**config.mk**
```make
export PLATFORM = sky130hd
export DESIGN_NAME = systolic_feeder
export DESIGN_NICKNAME = d
export VERILOG_FILES = /design/src/rtl/systolic_feeder_pkg.sv /design/src/rtl/feeder_bank.sv /design/src/rtl/systolic_feeder.sv
export SDC_FILE = /design/constraint.sdc
export NUM_CORES = 2
export LEC_CHECK = 0
export BUFFER_PORTS_ARGS = -buffer_cell sky130_fd_sc_hd__clkbuf_2
export CELL_PAD_IN_SITES_DETAIL_PLACEMENT = 2
export CELL_PAD_IN_SITES_GLOBAL_PLACEMENT = 2
export CORE_AREA = 2 2 391 393
export DETAILED_ROUTE_END_ITERATION = 8
export DIE_AREA = 0 0 393 395
export GPL_TIMING_DRIVEN = 0
export PLACE_DENSITY = 0.58
export SETUP_SLACK_MARGIN = 0.05
export SYNTH_ARGS = -nofsm -noshare
export SYNTH_HDL_FRONTEND = slang
export SYNTH_SLANG_ARGS = --single-unit
```
**constraint.sdc**
```tcl
create_clock -name clk_i -period 43.9 [get_ports clk_i]
set_input_delay 2.195 -clock clk_i [delete_from_list [all_inputs] [get_ports clk_i]]
set_output_delay 2.195 -clock clk_i [all_outputs]
set_load 0.02 [all_outputs]
```
**src/rtl/systolic_feeder_pkg.sv**
```systemverilog
// Shared constants for the systolic operand feeder: array size, phase
// lengths and the FSM state encoding.
package systolic_feeder_pkg;

   localparam int N            = 4;
   localparam int FEED_CYCLES  = 7;
   localparam int DRAIN_CYCLES = 3;
   localparam int CNT_W        = 3;

   localparam logic [1:0] ST_IDLE  = 2'd0;
   localparam logic [1:0] ST_FEED  = 2'd1;
   localparam logic [1:0] ST_DRAIN = 2'd2;
   localparam logic [1:0] ST_DONE  = 2'd3;

endpackage

```
**src/rtl/feeder_bank.sv**
```systemverilog
// 16-word operand register file: one synchronous write port and N
// combinational read ports (one per array row or column).
module feeder_bank
   import systolic_feeder_pkg::*;
#(
   parameter int DATA_WIDTH = 32
) (
   input  logic                         clk_i,
   input  logic                         rst_i,
   input  logic                         wr_en_i,
   input  logic [3:0]                   wr_addr_i,
   input  logic [DATA_WIDTH-1:0]        wr_data_i,
   input  logic [N-1:0][3:0]            rd_addr_i,
   output logic [N-1:0][DATA_WIDTH-1:0] rd_data_o
);

   logic [DATA_WIDTH-1:0] mem_q [N*N];

   // Word storage; cleared by reset so an aborted feed replays zeros.
   always_ff @(posedge clk_i or posedge rst_i) begin
      if (rst_i) begin
         for (int i = 0; i < N*N; i++) mem_q[i] <= '0;
      end else if (wr_en_i) begin
         mem_q[wr_addr_i] <= wr_data_i;
      end
   end

   // Parallel combinational reads, one per stream.
   always_comb begin
      for (int p = 0; p < N; p++) rd_data_o[p] = mem_q[rd_addr_i[p]];
   end

endmodule

```
**src/rtl/systolic_feeder.sv**
```systemverilog
// Streams stored A (row-wise, from the left) and B (column-wise, from the
// top) into a 4x4 systolic array with the diagonal skew it needs, then
// waits for the array to drain and pulses done_o.
module systolic_feeder
   import systolic_feeder_pkg::*;
#(
   parameter int DATA_WIDTH = 32
) (
   input  logic                  clk_i,
   input  logic                  rst_i,
   input  logic                  wr_en_i,
   input  logic                  wr_sel_i,
   input  logic [3:0]            wr_addr_i,
   input  logic [DATA_WIDTH-1:0] wr_data_i,
   input  logic                  start_i,
   output logic [DATA_WIDTH-1:0] left_o_0,
   output logic [DATA_WIDTH-1:0] left_o_4,
   output logic [DATA_WIDTH-1:0] left_o_8,
   output logic [DATA_WIDTH-1:0] left_o_12,
   output logic [DATA_WIDTH-1:0] up_o_0,
   output logic [DATA_WIDTH-1:0] up_o_1,
   output logic [DATA_WIDTH-1:0] up_o_2,
   output logic [DATA_WIDTH-1:0] up_o_3,
   output logic                  busy_o,
   output logic                  done_o
);

   logic [1:0]                   state_q, state_d;
   logic [CNT_W-1:0]             cnt_q, cnt_d;
   logic                         idle_w, feed_w;
   logic                         wr_a_w, wr_b_w;
   logic [N-1:0][CNT_W-1:0]      off_w;
   logic [N-1:0]                 vld_w;
   logic [N-1:0][3:0]            a_addr_w, b_addr_w;
   logic [N-1:0][DATA_WIDTH-1:0] a_rd_w, b_rd_w;
   logic [N-1:0][DATA_WIDTH-1:0] left_w, up_w;

   assign idle_w = (state_q == ST_IDLE);
   assign feed_w = (state_q == ST_FEED);

   // Writes are only honoured in IDLE so a running feed sees stable operands.
   assign wr_a_w = wr_en_i & idle_w & ~wr_sel_i;
   assign wr_b_w = wr_en_i & idle_w &  wr_sel_i;

   // Next-state logic; one counter serves both FEED (k) and DRAIN.
   always_comb begin
      state_d = state_q;
      cnt_d   = cnt_q;
      case (state_q)
         ST_IDLE: begin
            if (start_i) begin
               state_d = ST_FEED;
               cnt_d   = '0;
            end
         end
         ST_FEED: begin
            if (cnt_q == CNT_W'(FEED_CYCLES - 1)) begin
               state_d = ST_DRAIN;
               cnt_d   = '0;
            end else begin
               cnt_d = cnt_q + CNT_W'(1);
            end
         end
         ST_DRAIN: begin
            if (cnt_q == CNT_W'(DRAIN_CYCLES - 1)) begin
               state_d = ST_DONE;
               cnt_d   = '0;
            end else begin
               cnt_d = cnt_q + CNT_W'(1);
            end
         end
         default: begin
            state_d = ST_IDLE;
            cnt_d   = '0;
         end
      endcase
   end

   // State and counter registers; reset aborts any operation silently.
   always_ff @(posedge clk_i or posedge rst_i) begin
      if (rst_i) begin
         state_q <= ST_IDLE;
         cnt_q   <= '0;
      end else begin
         state_q <= state_d;
         cnt_q   <= cnt_d;
      end
   end

   // Skew addressing: stream i carries element (k - i) of its row/column.
   always_comb begin
      for (int i = 0; i < N; i++) begin
         off_w[i]    = cnt_q - CNT_W'(i);
         vld_w[i]    = feed_w && (cnt_q >= CNT_W'(i)) && (off_w[i] <= CNT_W'(N - 1));
         a_addr_w[i] = {2'(i), off_w[i][1:0]};
         b_addr_w[i] = {off_w[i][1:0], 2'(i)};
      end
   end

   feeder_bank #(.DATA_WIDTH(DATA_WIDTH)) u_bank_a (
      .clk_i     (clk_i),
      .rst_i     (rst_i),
      .wr_en_i   (wr_a_w),
      .wr_addr_i (wr_addr_i),
      .wr_data_i (wr_data_i),
      .rd_addr_i (a_addr_w),
      .rd_data_o (a_rd_w)
   );

   feeder_bank #(.DATA_WIDTH(DATA_WIDTH)) u_bank_b (
      .clk_i     (clk_i),
      .rst_i     (rst_i),
      .wr_en_i   (wr_b_w),
      .wr_addr_i (wr_addr_i),
      .wr_data_i (wr_data_i),
      .rd_addr_i (b_addr_w),
      .rd_data_o (b_rd_w)
   );

   // Zero-select: streams outside their diagonal window (or outside FEED) carry 0.
   always_comb begin
      for (int i = 0; i < N; i++) begin
         left_w[i] = vld_w[i] ? a_rd_w[i] : '0;
         up_w[i]   = vld_w[i] ? b_rd_w[i] : '0;
      end
   end

   assign left_o_0  = left_w[0];
   assign left_o_4  = left_w[1];
   assign left_o_8  = left_w[2];
   assign left_o_12 = left_w[3];
   assign up_o_0    = up_w[0];
   assign up_o_1    = up_w[1];
   assign up_o_2    = up_w[2];
   assign up_o_3    = up_w[3];

   assign busy_o = ~idle_w;
   assign done_o = (state_q == ST_DONE);

endmodule

```
; ---- Word level (Yosys, flattened, before mapping)
; Index checks and enable logic that the tools add are counted.
[classes]
muxes = 44
n_reduce_logical = 11
n_addsub = 4
n_eq_ne = 8
mul = 0
bitwise_logic = 14
div_mod_pow = 0
order_cmp = 18
shift = 0
[ops]
columns = cell, count
row1 = 32-bit binary-select mux with 4-bit select, 8
row2 = 512-bit bitwise mux, 2
row3 = 32-bit two-way mux, 25
row4 = 32-bit demux with 4-bit select, 1
row5 = 5-bit greater-or-equal comparator (second input constant), 9
row6 = 4-bit inverter with 5-bit output, 7
row7 = 3-bit by 2-bit <= comparator with 1-bit output (second input constant), 4
row8 = 1-bit logical AND, 9
row9 = 3-bit two-way mux, 3
row10 = 3-bit case mux with 3 select lines, 1
row11 = 3-bit by 1-bit greater-or-equal comparator with 1-bit output (second input constant), 2
row12 = 3-bit by 2-bit greater-or-equal comparator with 1-bit output (second input constant), 2
row13 = 2-bit two-way mux, 3
row14 = 2-bit case mux with 3 select lines, 1
row15 = 3-bit by 2-bit subtractor with 3-bit output (second input constant), 2
row16 = 5-bit by 1-bit less-than comparator with 1-bit output (second input constant), 1
row17 = 2-bit inverter with 5-bit output, 1
row18 = 3-bit inverter with 5-bit output, 1
row19 = 2-bit == test (second input constant), 2
row20 = 2-bit != test (second input constant), 2
row21 = 3-bit by 1-bit adder with 3-bit output (second input constant), 1
row22 = 1-bit AND, 3
row23 = 3-bit by 2-bit == test with 1-bit output (second input constant), 1
row24 = 3-bit == test (second input constant), 1
row25 = other kinds (6), 7
[totals]
input_bits = 41
word_cells = 133
ram_bits = 0
romBits = 0
out_inout_bits = 258
latchBits = 0
mem_count = 0
ff_bits = 1029

; ---- Logic depth before layout (Yosys ltp)
[depth]
word_depth = 6
mapped_depth = 11
ltp_nobuf = 6

; ---- Cells and area by module
; From an unflattened synthesis, not the netlist that was laid out.
[unflattened]
hier_cells = 4791
hier_area_um2 = 70356.2
[by_module_without_submodules]
columns = module, seq_area_each_um2, cells_per_inst, area_per_inst_um2, instances
row1 = feeder_bank, 12812.3, 2223, 33998.9, 2
row2 = systolic_feeder, 125.1, 345, 2358.5, 1

; ---- Worst setup path after synthesis
; Ideal clock, no wire load.
[synth_path]
kind = flip-flop to output port
start = reg cnt_q[1]
end = out up_o_1[10]
n_path_buf = 5
arrival_time_ns = 2.991
t_required_ns = 41.705
setup_slack_ns = 38.714
stages_incl_launch_ff = 10
path_cell_list = dfrtp_1 > clkbuf_1 > clkbuf_1 > clkbuf_1 > inv_1 > ha_1 > clkbuf_1 > buf_1 > mux4_2 > nor2b_1
[synth_via]
elab_chain_len = 6
elab_cells_between_ends = 10
classes_between = add/sub: 1 / order compare: 2 / mux: 4 / bitwise: 1 / reduce/logical: 2
[synth_lines]
columns = element, line_no
row1 = "start, declared", systolic_feeder.sv:29  ; logic [CNT_W-1:0] cnt_q, cnt_d;
row2 = "start signal, assigned", systolic_feeder.sv:86  ; cnt_q <= cnt_d;
row3 = 3-bit by 1-bit subtractor with 3-bit output, systolic_feeder.sv:93  ; off_w[i] = cnt_q - CNT_W'(i);
row4 = 4-bit inverter with 5-bit output (implied by the code), feeder_bank.sv:30  ; for (int p = 0; p < N; p++) rd_data_o[p] = mem_q[rd_addr_i[p]];
row5 = 32-bit binary-select mux with 4-bit select, feeder_bank.sv:30
row6 = 32-bit two-way mux (implied by the code) (2 in series), feeder_bank.sv:30
row7 = 32-bit two-way mux *, systolic_feeder.sv:124  ; up_w[i] = vld_w[i] ? b_rd_w[i] : '0;
row8 = "end, declared", systolic_feeder.sv:21  ; output logic [DATA_WIDTH-1:0] up_o_1,
; Every way passes the cells marked *; elsewhere a longest branch is shown, timed or not. The select of a mux whose other input is x is not followed.

; ---- Worst setup path after layout
[layout_path]
start = reg cnt_q[1]
end = out left_o_12[12]
[layout_via]
elab_chain_len = 6
elab_cells_between_ends = 10
classes_between = add/sub: 1 / order compare: 2 / mux: 4 / bitwise: 1 / reduce/logical: 2
[layout_lines]
columns = element, line_no
row1 = 3-bit by 2-bit subtractor with 3-bit output, systolic_feeder.sv:93
row2 = 4-bit inverter with 5-bit output (implied by the code), feeder_bank.sv:30
row3 = 32-bit binary-select mux with 4-bit select, feeder_bank.sv:30
row4 = 32-bit two-way mux (implied by the code) (2 in series), feeder_bank.sv:30
row5 = 32-bit two-way mux *, systolic_feeder.sv:123  ; left_w[i] = vld_w[i] ? a_rd_w[i] : '0;
row6 = "end, declared", systolic_feeder.sv:19  ; output logic [DATA_WIDTH-1:0] left_o_12,
; Marked as above.

==> flow_metrics.tcl <==
set metrics [dict create \
    status "finished, final reports clean" \
    clock_skew_ns 0.0314 \
    wl_per_cell_um 30.7 \
    vias 28300 \
    tightestPinTransition_ns 1.33 \
    syn-cell-area_um2 46500 \
    dieWidth_um 393 \
    worst-setup-path-type "reg2out" \
    path_cells "clkbuf_1, clkbuf_1, clkbuf_1, inv_1, ha_1, clkbuf_1, buf_2, a311o_1, clkbuf_1, nor2b_1, clkbuf_2" \
    hold_class "reg2reg" \
    slew_headroom 0.114 \
    drv_cap 0 \
    yosysWarningCount 0 \
    use_met2 0.367 \
    wl_um 169000 \
    ir_worst_vdd_mv 0.0357 \
    rows 143 \
    critPathCaptureType "output port" \
    gp_congestion 0.778 \
    clock_latency_ns 0.75 \
    drc 0 \
    hold_violations 0 \
    portBuffers 296 \
    grt_max_degree 132 \
    hpwl_um 121000 \
    drtIter0Drc 1518 \
    setup_violations 0 \
    slowest_delay_ns 1.00 \
    path_clk_slew_ns 0.06 \
    crit_slowest_cell "a311o_1" \
    overflow 0 \
    cp_common_cell "clkbuf_1" \
    period_share 0.207 \
    p_leak_uw 0.0256 \
    critPathBufInv 8 \
    layout_min_cycle_time_ns 9.09 \
    startpoint_type "flip-flop" \
    vias_per_cell 5.12 \
    cts_made_buffers 119 \
    cts_resized 0 \
    antenna_found_initial 27 \
    critPathArrivalTime_ns 6.90 \
    fin_setup_tns_ns 0 \
    drive_gt1_frac 0.550 \
    cp_top_family "buffers and inverters" \
    htreeDepth 3 \
    dr.pass1.iters 5 \
    grt_pass1_wl_um 245000 \
    layout.cells.most_common "dfrtp_1" \
    synth-async-reset-ratio 1.00 \
    grt_pass1_vias 32700 \
    core_area_um2 151000 \
    slew_violations 0 \
    rsz0062_at_grt "no" \
    ant_nets 0 \
    final_util 0.364 \
    cts-hold-fix-buffers 0 \
    seq_area_frac_synth 0.553 \
    cts_buffer_depth 3 \
    dieHeight_um 395 \
    fmax_mhz 110 \
    worstPathRequired_ns 41.70 \
    cts_tree "yes" \
    layout_common_cells "dfrtp_1, mux2_2, clkbuf_2" \
    power_density_nw_per_um2 57.5 \
    die_area_um2 155000 \
    initial_core_util 0.308 \
    cts_sinks 1029 \
    avgSynthCellArea_um2 15.8 \
    top_usage_layer "met2" \
    synthCells 2953 \
    area_growth_syn_to_layout_pct 18.3 \
    ys_ff_latch 1029 \
    grtUsageTotal 0.220 \
    path_max_fanout 10 \
    ys_types 30 \
    synth_edf_count 0 \
    use_met3 0.0307 \
    use_met1 0.295 \
    io_pins 299 \
    postCtsSetupBuffers 0 \
    synth_flop_cell "dfrtp_1" \
    syn_nets 3007 \
    fin_nets 3436 \
    clock-root-buffer "clkbuf_16" \
]
-- synth_stat cells, types with 3 or more instances --
master       n  share of area
inv_1        8        0.00065
o21ai_0      4        0.00043
nor3_2       3        0.00065
clkbuf_1   145          0.012
buf_1        6        0.00048
a21oi_1      4        0.00043
mux2_1      18         0.0044
nor2_1      27         0.0022
buf_2      132          0.014
ha_1        13         0.0035
mux2_2    1007           0.24
nand2_1     10        0.00081
nand2b_1     8         0.0011
nor2b_1    258          0.035
mux4_2     256           0.12
nand3b_1     3        0.00048
dfrtp_1   1029           0.55
nand3_1      5        0.00054
-- registers in the layout, indices dropped and copies added, names as in the netlist --
register / cells
u_bank_b.mem_q: 512
state_q: 2
cnt_q: 3
u_bank_a.mem_q: 512
-- worst paths after layout --
kind / from / to / slack, ns / cells after the start
max: cnt_q[1]$_DFFE_PP0P_ / left_o_12[12] / 34.81 / 11
min: u_bank_a.mem_q[258]$_DFFE_PP0P_ / u_bank_a.mem_q[258]$_DFFE_PP0P_ / 0.49 / 1
max reg2reg: cnt_q[1]$_DFFE_PP0P_ / cnt_q[1]$_DFFE_PP0P_ / 40.63 / 7
min reg2reg: u_bank_a.mem_q[258]$_DFFE_PP0P_ / u_bank_a.mem_q[258]$_DFFE_PP0P_ / 0.49 / 1
max in group asynchronous: rst_i / u_bank_a.mem_q[82]$_DFFE_PP0P_ / 39.08 / 7
min in group asynchronous: rst_i / u_bank_b.mem_q[3]$_DFFE_PP0P_ / 1.64 / 2
-- worst register-to-register path, cell delays in order (launching register included) --
cell and delay [ns]:
dfrtp_1 0.40, clkbuf_1 0.24, clkbuf_1 0.77, clkbuf_1 0.85, inv_1 0.35, ha_1 0.32
nor2_1 0.12, o31ai_1 0.07
-- where the power goes --
part	internal [uW]	leakage (uW)	switching, uW
combinational	406	0.00958	379
clock	636	0.00206	421
sequential	1190	0.0139	130
-- kinds of logic (layout without fill, tap and decap cells) --
logic type	Yosys count	count (layout)	share of synthesized area
simple gates	323	323	0.0420
mux	1282	1282	0.372
compound gates	13	13	0.00175
flops	1029	1029	0.553
xor+xnor	1	1	0.000188
buf+inv	292	823	0.0271
other cells	0	8	0
fa+ha+maj	13	13	0.00350
-- metal layers --
layer	up-vias	wire length, um
met3	286	6530
met2	677	83200
met4	6	5850
met5	-	44
li1	11500	-
met1	15800	73800
-- stage by stage --
stage	instances	setup WS, ns	hold slack, ns	power (uW)	cell area, um2
4_1_cts	5514	34.58	0.489	3210	55000
5_1_grt	5515	34.55	0.505	3310	55000
3_5_place_dp	5291	35.43	0.473	2140	50800
6_report	5522	34.81	0.486	3160	55000
2_1_floorplan	2953	12.75	0.452	1850	46500
3_3_place_gp	5279	2.96	0.463	2080	50600
-- cell type report --
class,instances,area (um2)
Fill cell,15000,96100
Sequential cell,1029,25700
Multi-Input combinational cell,1632,19500
Clock buffer,172,3510
Tap cell,2030,2540
Timing Repair Buffer,308,1750
Buffer,284,1230
Clock inverter,51,681
Inverter,8,37.5
Antenna cell,8,20.0
Note: power is estimated with default switching activity, not from simulation.
